--- config.mk ---
export PLATFORM = sky130hd
export DESIGN_NAME = kv_arbiter_flat
export DESIGN_NICKNAME = d
export VERILOG_FILES = /design/src/rtl/kv_arbiter_if.sv /design/src/rtl/kv_arbiter.sv /design/src/flat_wrapper.sv
export SDC_FILE = /design/constraint.sdc
export NUM_CORES = 1
export LEC_CHECK = 0
export BUFFER_PORTS_ARGS = -buffer_cell sky130_fd_sc_hd__buf_2
export CAP_MARGIN = 20
export CORE_MARGIN = 8
export CORE_UTILIZATION = 50
export DETAILED_ROUTE_END_ITERATION = 6
export HOLD_SLACK_MARGIN = 0.05
export PLACE_DENSITY = 0.88
export SLEW_MARGIN = 10
export SYNTH_ARGS = -nofsm -noshare
export SYNTH_HDL_FRONTEND = slang
export SYNTH_SLANG_ARGS = --single-unit
--- constraint.sdc ---
create_clock -name sys_clk -period 5 [get_ports sys_clk]
set_input_delay 0.5 -clock sys_clk [delete_from_list [all_inputs] [get_ports sys_clk]]
set_output_delay 0.5 -clock sys_clk [all_outputs]
set_load 0.01 [all_outputs]
--- src/rtl/kv_arbiter_if.sv ---
// kv_arbiter_if: bundle of the two requester ports, the store port and arbiter status; master = requesters+store side, slave = arbiter
interface kv_arbiter_if;
  logic s0_cyc, s0_stb, s0_we, s0_ack, s0_err;
  logic [15:0] s0_adr, s0_dat_w, s0_key, s0_dat_r;
  logic s1_cyc, s1_stb, s1_we, s1_ack, s1_err;
  logic [15:0] s1_adr, s1_dat_w, s1_key, s1_dat_r;
  logic m_cyc, m_stb, m_we, m_ack;
  logic [15:0] m_adr, m_dat_w, m_key, m_dat_r;
  logic [1:0] grant;
  logic busy;
  modport master (
    output s0_cyc, s0_stb, s0_we, s0_adr, s0_dat_w, s0_key,
    output s1_cyc, s1_stb, s1_we, s1_adr, s1_dat_w, s1_key,
    output m_ack, m_dat_r,
    input s0_ack, s0_err, s0_dat_r, s1_ack, s1_err, s1_dat_r,
    input m_cyc, m_stb, m_we, m_adr, m_dat_w, m_key, grant, busy
  );
  modport slave (
    input s0_cyc, s0_stb, s0_we, s0_adr, s0_dat_w, s0_key,
    input s1_cyc, s1_stb, s1_we, s1_adr, s1_dat_w, s1_key,
    input m_ack, m_dat_r,
    output s0_ack, s0_err, s0_dat_r, s1_ack, s1_err, s1_dat_r,
    output m_cyc, m_stb, m_we, m_adr, m_dat_w, m_key, grant, busy
  );
endinterface

--- src/rtl/kv_arbiter.sv ---
// kv_arbiter: round-robin arbiter sharing one KV store between two requesters with a watchdog; ports sys_clk, sys_rst, bus (kv_arbiter_if.slave)
module kv_arbiter #(
  parameter int TIMEOUT = 15,
  parameter logic [15:0] TO_DATA = 16'hFFFF
) (
  input logic sys_clk,
  input logic sys_rst,
  kv_arbiter_if.slave bus
);
  typedef enum logic [1:0] {IDLE, ISSUE, WAIT, RESP} state_t;
  state_t state;
  logic last, own, pick, p0, p1, done;
  logic [7:0] timer;
  logic [15:0] rdat;
  always_comb begin
    p0 = bus.s0_cyc & bus.s0_stb;
    p1 = bus.s1_cyc & bus.s1_stb;
    pick = (p0 & p1) ? ~last : p1;
    done = bus.m_ack | (timer == 8'(TIMEOUT));
    rdat = bus.m_ack ? bus.m_dat_r : TO_DATA;
  end
  always_ff @(posedge sys_clk)
    if (sys_rst) begin
      state <= IDLE;
      last <= 1'b1;
      own <= 1'b0;
      timer <= '0;
      bus.grant <= '0;
      bus.busy <= 1'b0;
      bus.s0_ack <= 1'b0;
      bus.s1_ack <= 1'b0;
      bus.s0_err <= 1'b0;
      bus.s1_err <= 1'b0;
      bus.s0_dat_r <= '0;
      bus.s1_dat_r <= '0;
      bus.m_cyc <= 1'b0;
      bus.m_stb <= 1'b0;
      bus.m_we <= 1'b0;
      bus.m_adr <= '0;
      bus.m_dat_w <= '0;
      bus.m_key <= '0;
    end else
      case (state)
        IDLE:
          if (p0 | p1) begin
            own <= pick;
            last <= pick;
            bus.grant <= pick ? 2'b10 : 2'b01;
            bus.busy <= 1'b1;
            bus.m_cyc <= 1'b1;
            bus.m_stb <= 1'b1;
            bus.m_we <= pick ? bus.s1_we : bus.s0_we;
            bus.m_adr <= pick ? bus.s1_adr : bus.s0_adr;
            bus.m_dat_w <= pick ? bus.s1_dat_w : bus.s0_dat_w;
            bus.m_key <= pick ? bus.s1_key : bus.s0_key;
            state <= ISSUE;
          end
        ISSUE: begin
          bus.m_cyc <= 1'b0;
          bus.m_stb <= 1'b0;
          timer <= '0;
          state <= WAIT;
        end
        WAIT:
          if (done) begin
            if (own) begin
              bus.s1_ack <= 1'b1;
              bus.s1_err <= ~bus.m_ack;
              bus.s1_dat_r <= rdat;
            end else begin
              bus.s0_ack <= 1'b1;
              bus.s0_err <= ~bus.m_ack;
              bus.s0_dat_r <= rdat;
            end
            state <= RESP;
          end else if (timer != 8'hFF) timer <= timer + 8'd1;
        RESP: begin
          bus.s0_ack <= 1'b0;
          bus.s1_ack <= 1'b0;
          bus.s0_err <= 1'b0;
          bus.s1_err <= 1'b0;
          bus.grant <= '0;
          bus.busy <= 1'b0;
          state <= IDLE;
        end
        default: state <= IDLE;
      endcase
endmodule

--- src/flat_wrapper.sv ---
// flat-port wrapper written by rule: the top's interface ports become plain ports
module kv_arbiter_flat 
#(
  parameter int TIMEOUT = 15,
  parameter logic [15:0] TO_DATA = 16'hFFFF
)
  (sys_clk, sys_rst, bus_s0_cyc, bus_s0_stb, bus_s0_we, bus_s0_adr, bus_s0_dat_w, bus_s0_key, bus_s1_cyc, bus_s1_stb, bus_s1_we, bus_s1_adr, bus_s1_dat_w, bus_s1_key, bus_m_ack, bus_m_dat_r, bus_s0_ack, bus_s0_err, bus_s0_dat_r, bus_s1_ack, bus_s1_err, bus_s1_dat_r, bus_m_cyc, bus_m_stb, bus_m_we, bus_m_adr, bus_m_dat_w, bus_m_key, bus_grant, bus_busy);
  kv_arbiter_if bus_i ();
  input logic sys_clk;
  input logic sys_rst;
  input wire logic [$bits(bus_i.s0_cyc)-1:0] bus_s0_cyc;
  input wire logic [$bits(bus_i.s0_stb)-1:0] bus_s0_stb;
  input wire logic [$bits(bus_i.s0_we)-1:0] bus_s0_we;
  input wire logic [$bits(bus_i.s0_adr)-1:0] bus_s0_adr;
  input wire logic [$bits(bus_i.s0_dat_w)-1:0] bus_s0_dat_w;
  input wire logic [$bits(bus_i.s0_key)-1:0] bus_s0_key;
  input wire logic [$bits(bus_i.s1_cyc)-1:0] bus_s1_cyc;
  input wire logic [$bits(bus_i.s1_stb)-1:0] bus_s1_stb;
  input wire logic [$bits(bus_i.s1_we)-1:0] bus_s1_we;
  input wire logic [$bits(bus_i.s1_adr)-1:0] bus_s1_adr;
  input wire logic [$bits(bus_i.s1_dat_w)-1:0] bus_s1_dat_w;
  input wire logic [$bits(bus_i.s1_key)-1:0] bus_s1_key;
  input wire logic [$bits(bus_i.m_ack)-1:0] bus_m_ack;
  input wire logic [$bits(bus_i.m_dat_r)-1:0] bus_m_dat_r;
  output wire logic [$bits(bus_i.s0_ack)-1:0] bus_s0_ack;
  output wire logic [$bits(bus_i.s0_err)-1:0] bus_s0_err;
  output wire logic [$bits(bus_i.s0_dat_r)-1:0] bus_s0_dat_r;
  output wire logic [$bits(bus_i.s1_ack)-1:0] bus_s1_ack;
  output wire logic [$bits(bus_i.s1_err)-1:0] bus_s1_err;
  output wire logic [$bits(bus_i.s1_dat_r)-1:0] bus_s1_dat_r;
  output wire logic [$bits(bus_i.m_cyc)-1:0] bus_m_cyc;
  output wire logic [$bits(bus_i.m_stb)-1:0] bus_m_stb;
  output wire logic [$bits(bus_i.m_we)-1:0] bus_m_we;
  output wire logic [$bits(bus_i.m_adr)-1:0] bus_m_adr;
  output wire logic [$bits(bus_i.m_dat_w)-1:0] bus_m_dat_w;
  output wire logic [$bits(bus_i.m_key)-1:0] bus_m_key;
  output wire logic [$bits(bus_i.grant)-1:0] bus_grant;
  output wire logic [$bits(bus_i.busy)-1:0] bus_busy;
  assign bus_i.s0_cyc = bus_s0_cyc;
  assign bus_i.s0_stb = bus_s0_stb;
  assign bus_i.s0_we = bus_s0_we;
  assign bus_i.s0_adr = bus_s0_adr;
  assign bus_i.s0_dat_w = bus_s0_dat_w;
  assign bus_i.s0_key = bus_s0_key;
  assign bus_i.s1_cyc = bus_s1_cyc;
  assign bus_i.s1_stb = bus_s1_stb;
  assign bus_i.s1_we = bus_s1_we;
  assign bus_i.s1_adr = bus_s1_adr;
  assign bus_i.s1_dat_w = bus_s1_dat_w;
  assign bus_i.s1_key = bus_s1_key;
  assign bus_i.m_ack = bus_m_ack;
  assign bus_i.m_dat_r = bus_m_dat_r;
  assign bus_s0_ack = bus_i.s0_ack;
  assign bus_s0_err = bus_i.s0_err;
  assign bus_s0_dat_r = bus_i.s0_dat_r;
  assign bus_s1_ack = bus_i.s1_ack;
  assign bus_s1_err = bus_i.s1_err;
  assign bus_s1_dat_r = bus_i.s1_dat_r;
  assign bus_m_cyc = bus_i.m_cyc;
  assign bus_m_stb = bus_i.m_stb;
  assign bus_m_we = bus_i.m_we;
  assign bus_m_adr = bus_i.m_adr;
  assign bus_m_dat_w = bus_i.m_dat_w;
  assign bus_m_key = bus_i.m_key;
  assign bus_grant = bus_i.grant;
  assign bus_busy = bus_i.busy;
  kv_arbiter #(.TIMEOUT(TIMEOUT), .TO_DATA(TO_DATA)) u_core (.sys_clk(sys_clk), .sys_rst(sys_rst), .bus(bus_i));
endmodule
==> results of run 1 <==
power groups by stage:
stage               registers [mW]  logic, mW  clock network, mW
floorplan                     1.14      0.544                  0
global placement              1.07      0.892                  0
detailed placement            1.08      0.918                  0
CTS                           1.06      0.923              0.571
global route                  1.08       1.02              0.611
finish                        1.06      0.917              0.559
layout make-up:
cell class / count / area, sq um
fill: 753 / 3030
multi-input combinational: 352 / 2150
sequential: 101 / 2020
timing repair buffer: 212 / 1070
inverter: 37 / 139
tap: 108 / 135
clock buffer: 9 / 124
clock inverter: 7 / 91.3
antenna: 1 / 2.50
Yosys cell counts, types with 3 or more instances:
library cell	n	share of area [%]
clkbuf_1	34	2.8
nand4_1	6	0.83
a221oi_2	12	4.0
mux2i_1	3	0.66
nand3_1	5	0.55
nand2b_1	4	0.55
o21ai_0	5	0.55
ha_1	5	1.4
a221oi_1	19	3.7
a311oi_1	51	9.9
nand2_1	113	9.4
a21oi_1	8	0.88
buf_2	7	0.77
o31ai_1	6	0.99
a31oi_1	5	0.69
nor2_1	57	4.7
inv_1	36	3.0
nor4_1	4	0.55
nor2b_1	19	2.6
buf_6	3	0.75
dfxtp_1	101	45
a211oi_1	3	0.50
worst register-to-register path, cell delays in order, from the launching register on:
cell      delay (ns)
dfxtp_1         0.35
inv_1           0.09
ha_1            0.80
nand2_1         0.28
or2_1           0.58
a221oi_1        0.44
metrics by stage:
| step | utilization [%] | instance area [sq um] | std cells | hold WS, ns | setup slack, ns |
|---|---|---|---|---|---|
| finish | 65.4 | 5730 | 827 | 0.380 | 2.35 |
| CTS | 65.3 | 5720 | 825 | 0.362 | 2.33 |
| global route | 65.3 | 5730 | 826 | 0.368 | 2.07 |
| global placement | 62.8 | 5500 | 809 | 0.448 | 2.53 |
| floorplan | - | 4530 | 538 | 0.437 | 3.27 |
| detailed placement | 62.8 | 5500 | 809 | 0.451 | 2.35 |
cells in the final DEF, fill, tap and decap left out, drive strengths merged, types with 6 or more instances in the layout:
cell type,count
a21oi,9
a221oi,31
a311oi,51
buf,212
clkbuf,9
dfxtp,101
inv,39
nand2,113
nand4,6
nor2,57
nor2b,19
o31ai,6
path summary, 6_finish.rpt:
check	start	end	slack, ns	cells after the start
setup reg to reg	u_core.state[0]	u_core.bus.s1_dat_r[2]	2.35	5
hold reg to reg	u_core.bus.s1_dat_r[5]	u_core.bus.s1_dat_r[5]	0.47	2
setup / recovery	u_core.state[0]	u_core.bus.s1_dat_r[2]	2.35	5
hold / removal	bus_s0_key[9]	u_core.bus.m_key[9]	0.38	3
layer usage:
layer	track usage (%)	share of wire (%)
met1	23.2	40
met2	36.1	48
met3	9.58	11
met4	5.87	1.8
met5	0	0.058
sequential cells by signal, indices dropped and copies added, names as in the netlist:
| signal | cells |
|---|---|
| u_core.bus.busy | 1 |
| u_core.last | 1 |
| u_core.bus.m_stb | 1 |
| u_core.timer | 8 |
| u_core.bus.m_adr | 16 |
| u_core.bus.s0_err | 1 |
| u_core.own | 1 |
| u_core.bus.grant | 2 |
| u_core.bus.s1_ack | 1 |
| u_core.bus.m_key | 16 |
| u_core.bus.m_we | 1 |
| u_core.bus.m_dat_w | 16 |
| u_core.bus.s0_dat_r | 16 |
| u_core.bus.s1_dat_r | 16 |
| u_core.bus.s0_ack | 1 |
| u_core.state | 2 |
| u_core.bus.s1_err | 1 |
logic make-up after synthesis:
kind of cell / count (synthesis) / share of synthesized area, %
flip-flops: 101 / 44.6
AND/OR/NAND/NOR: 222 / 21.6
adder cells (fa/ha/maj): 5 / 1.38
multiplexers: 3 / 0.663
AO/OA/AOI/OAI: 122 / 23.6
buffers and inverters: 85 / 8.17
==> results.md, run 1 <==
- Outcome: finished, final reports clean
- Max-capacitance violation count: 0
- Fin crit share: 53.0%
- Antenna violations before repair: 1
- Min Clock Period, post-route: 2.65 ns
- Grt ovf: 0
- Die X: 111 um
- Final hold vios: 0
- Post-route antenna net violation count: 0
- CP cell instances: inv_1, ha_1, nand2_1, or2_1, a221oi_1
- Worst EP required: 5.25 ns
- Synth Register Bits: 101
- GRT Util Overall: 21.2%
- Worst-skew pair later-pin latency: 0.37 ns
- Placed wire-length estimate: 10,200 um
- Rows: 34
- Average cell area after synthesis: 8.42 sq um
- Routed wire length: 13,800 um
- Root Driver: clkbuf_8
- Clock sink total: 101
- Nets: 839
- CP startpoint kind: flip-flop
- Relative slew slack: 28.4%
- Least-Margin Pin Slew: 1.07 ns
- Maximum clock rate: 0.378 GHz
- Total Power: 2.54 mW
- Sequential-to-total area share from yosys stat: 44.6%
- CTS buffer count: 9
- Die area: 12,400 sq um
- Sequential Power Share: 41.9%
- Crit Path Max Fanout: 34
- Area of the mapped netlist: 4530 sq um
- Number of H-tree levels: 3
- Port bufs: 210
- CP max-delay cell: ha_1
- I/O pin cnt: 211
- Core area: 8760 sq um
- Vias in the first global route: 4,648
- Synth warn: 0
- LEAKAGE: 2.54 nW
- Clock slew at reported path FFs: 0.11 ns
- Vias per inst: 5.59
- Area added between synthesis and finish: 26.4%
- Combinational share of power: 36.1%
- Via count: 4,625
- Cts hold-fix bufs: 0
- Post-synth EDFFs: 0
- RSZ-0062 raised after global routing: false
- Largest net degree at the start of global routing: 100
- Remaining DRCs: 0
- Cell count after synthesis: 538
- Clock Skews: 0.0127 ns
- Arrival @ worst endpoint: 2.90 ns
- Die Y-Extent: 111 um
- Clock power frac: 22.0%
- CTS tree: done
- TNS Setup: 0 ns
- DR WL/cell: 16.7 um
- Internal power: 1.58 mW
- Synth Flop Type: dfxtp_1
- P_sw: 961 uW
- Pwr dens: 443 nW/um^2
- Global-route wire length before repair: 22,400 um
- Setup crit end kind: flip-flop
- Slowest stage delay, CP: 0.79 ns
- Min-Delay Path Class: in2reg
- Worst Setup Path Type: reg2reg
- Post-cts resize count: 0
- Initial Util: 51.7%
- Syn_nets: 664
- Final Max Slew Viols: 0
- Postcts setup bufs: 0
- Cell variety after synth: 47
- Pre-Repair DR Iteration Count: 5
- Crit-path leading delay family: simple AND/OR/NAND/NOR gates
- Final setup violation count: 0
- Bufs on Longest Clock Path: 2
- Detailed Route Iter0 Violations: 274
- Share of cells above drive strength 1: 34.3%
- Ys async rst share: 0%
- WP buf/inv: 1
- Peak supply drop: 0.235 mV
- Final GP Congestion: 0.839
- Switching part of the total: 37.8%
(Power assumes the default switching activity.)
==> run 2: changes to the inputs <==
--- a/config.mk
+++ b/config.mk
@@ -5,13 +5,14 @@
 export SDC_FILE = /design/constraint.sdc
 export NUM_CORES = 1
 export LEC_CHECK = 0
+export ABC_AREA = 1
 export BUFFER_PORTS_ARGS = -buffer_cell sky130_fd_sc_hd__buf_2
 export CAP_MARGIN = 20
 export CORE_MARGIN = 8
-export CORE_UTILIZATION = 50
+export CORE_UTILIZATION = 42
 export DETAILED_ROUTE_END_ITERATION = 6
 export HOLD_SLACK_MARGIN = 0.05
-export PLACE_DENSITY = 0.88
+export PLACE_DENSITY = 0.79
 export SLEW_MARGIN = 10
 export SYNTH_ARGS = -nofsm -noshare
 export SYNTH_HDL_FRONTEND = slang
==> constraint.sdc (replaced) <==
create_clock -name sys_clk -period 2.2 [get_ports sys_clk]
set_input_delay 0.22 -clock sys_clk [delete_from_list [all_inputs] [get_ports sys_clk]]
set_output_delay 0.22 -clock sys_clk [all_outputs]
set_load 0.01 [all_outputs]
==> run 2 against run 1 <==
Net effect: sequential cell count is the same; worst hold slack lost 0.27 ns; global-route usage shrank 2.9 points; critical path depth grew 2; utilization shrank 10 points; via count grew 1.9%; area after synthesis shrank 0.22%; non-clock buffer count grew 6; clock power grew 120%; setup slack lost 1.9 ns; critical path type unchanged; critical endpoint is now u_core.bus.s0_dat_r[8]; largest cell class is now flip-flops and latches.
==> results.md, run 2 <==
- Outcome: finished, final reports clean
- Least-Margin Pin Slew: 0.617 ns
- Compound-cell area share of the yosys netlist: 17.1%
- Final setup violation count: 0
- Vias per inst: 4.86
- LEAKAGE: 3.11 nW
- Global-route wire length before repair: 21,900 um
- Simple-Gate Fraction of Synth Area: 25.6%
- Crit Path Max Fanout: 33
- Area of the mapped netlist: 4520 sq um
- Largest family of logic cells by synthesized area: simple AND/OR/NAND/NOR gates
- Internal power: 3.49 mW
- Final hold vios: 0
- Final Instance Area: 5890 sq um
- Post-Layout Cell Count: 969
- Top cell type's share of synthesized area: 44.7%
- TNS Setup: 0 ns
- Die X: 120 um
- Root Driver: clkbuf_8
- Pwr dens: 978 nW/um^2
- Port bufs: 210
- Vias in the first global route: 4,590
- Min-Delay Path Class: in2reg
- Synth Register Bits: 101
- Final GP Congestion: 0.857
- Final Util: 55.3%
- Worst-skew pair later-pin latency: 0.37 ns
- Average cell area after synthesis: 7.12 sq um
- Cell variety after synth: 26
- Max-capacitance violation count: 0
- Maximum clock rate: 0.560 GHz
- Peak supply drop: 0.381 mV
- Final Max Slew Viols: 0
- Nets: 950
- Arrival @ worst endpoint: 2.09 ns
- Switching part of the total: 39.4%
- Rows: 38
- Placed wire-length estimate: 10,000 um
- Synth cell count leaders: nand2_1, dfxtp_1, inv_1
- Clock slew at reported path FFs: 0.12 ns
- Adder-Cell Fraction of Synth Area: 1.38%
- Antenna violations before repair: 1
- FF+latch area: 2020 sq um
- Via count: 4,712
- Number of H-tree levels: 3
- Cell Area, Placed: 5680 sq um
- Area added between synthesis and finish: 30.4%
- ANT cells: 0
- P_sw: 2.27 mW
- Worst Setup Path Type: reg2reg
- CTS buffer count: 9
- Worst EP required: 2.50 ns
- Share of cells above drive strength 1: 29.3%
- Largest net degree at the start of global routing: 100
- Syn_nets: 761
- Routed wire length: 13,400 um
- Pre-Repair DR Iteration Count: 4
- Post-cts resize count: 0
- Multi-input logic area: 2000 sq um
- Relative slew slack: 58.8%
- Die Y-Extent: 120 um
- Synth warn: 0
- Count leader, synth: nand2_1
- I/O pin cnt: 211
- Commonest non-fill, non-tap cells in the layout: buf_2, nand2_1, dfxtp_1, inv_1, nand3_1
- Min Clock Period, post-route: 1.79 ns
- Xor/xnor share of the synthesized area: 0%
- Largest cells by area after synthesis: dfxtp_1, nand2_1, o211ai_1
- Cell count after synthesis: 635
- Initial Util: 42.5%
- Area leader, netlist: dfxtp_1
- CTS tree: done
- Combinational share of power: 36.4%
- Total Power: 5.76 mW
- Postcts setup bufs: 0
- Fin crit share: 81.2%
- Setup crit end kind: flip-flop
- Clock sink total: 101
- Ys async rst share: 0%
- Die area: 14,300 sq um
- RSZ-0062 raised after global routing: false
- Fillers: 1,041
- Synth Flop Type: dfxtp_1
- GRT Util Overall: 18.3%
- Clock Skews: 0.0155 ns
- Bufs on Longest Clock Path: 2
- Sequential-to-total area share from yosys stat: 44.7%
- Placed cells: 953
- Grt ovf: 0
- Commonest non-fill, non-tap cell in the layout: buf_2
- Core area: 10,700 sq um
- Post-route antenna net violation count: 0
- Sequential Power Share: 42.6%
- Post-synth EDFFs: 0
- CP startpoint kind: flip-flop
- Mux cell area share after synthesis: 0%
- DR WL/cell: 13.8 um
- Clock power frac: 21.1%
- Cts hold-fix bufs: 0
- Remaining DRCs: 0
- Detailed Route Iter0 Violations: 243
run 2: cell types whose count changed in the layout (fill, tap and decap cells not counted), moves of 5 or more:
cell and delta:
nand2_1 +55, nor2_1 -26, nand3_1 +57, inv_1 +48
nor2b_1 -19, a311oi_1 -51, a31oi_1 -5, o21ai_0 +17
a221oi_1 -19, o211ai_1 +48, a21oi_1 +43, a221oi_2 -12
o31ai_1 -6
run 2: final cells by class:
| type | instances | share of cell area, % |
|---|---|---|
| inverter | 88 | 5.60 |
| multi-input combinational | 406 | 34.0 |
| clock buffer | 9 | 2.10 |
| sequential | 101 | 34.3 |
| tap | 140 | 2.97 |
| timing repair buffer | 218 | 19.5 |
| clock inverter | 7 | 1.55 |
run 2: layer usage:
layer  up-vias  routed length [um]  track usage (%)
met3        16                 962             6.53
met4         2                 187             5.39
li1       2437                   -                -
met5         -                   8                0
met1      2102                5720             21.0
met2       155                6520             31.3
run 2: metrics by stage:
stage	worst slack, ns	hold slack (ns)
4_1_cts	0.406	0.0876
2_1_floorplan	0.640	0.386
3_3_place_gp	0.531	0.451
3_5_place_dp	0.456	0.453
6_report	0.413	0.106
5_1_grt	0.171	0.0857
run 2: final timing paths:
check | cells after the start | to | slack [ns] | start
max | 7 | u_core.bus.s0_dat_r[8] | 0.41 | u_core.timer[0]
min | 3 | u_core.bus.s0_dat_r[13] | 0.11 | bus_m_dat_r[13]
max reg2reg | 7 | u_core.bus.s0_dat_r[8] | 0.41 | u_core.timer[0]
min reg2reg | 2 | u_core.bus.grant[0] | 0.47 | u_core.bus.grant[0]
run 2: logic make-up after synthesis:
family,count (synthesis)
AOI/OAI and AO/OA,126
buffers and inverters,128
DFF,101
adders and majority gates,5
and+or+nand+nor,275
run 2: worst max-delay path, stage by stage, from the launching register on:
cell and delay (ns):
dfxtp_1 0.40, ha_1 0.21, nand3_1 0.13, o21bai_4 0.23, nand2_2 0.11, inv_2 0.35
o21ai_0 0.14, a21oi_1 0.14
run 2: power by group through the flow:
stage	registers [mW]	logic, mW	clock network, mW
finish	2.45	2.10	1.21
global route	2.50	2.38	1.32
CTS	2.45	2.12	1.25
detailed placement	2.48	2.12	0
global placement	2.48	2.08	0
floorplan	2.63	1.18	0
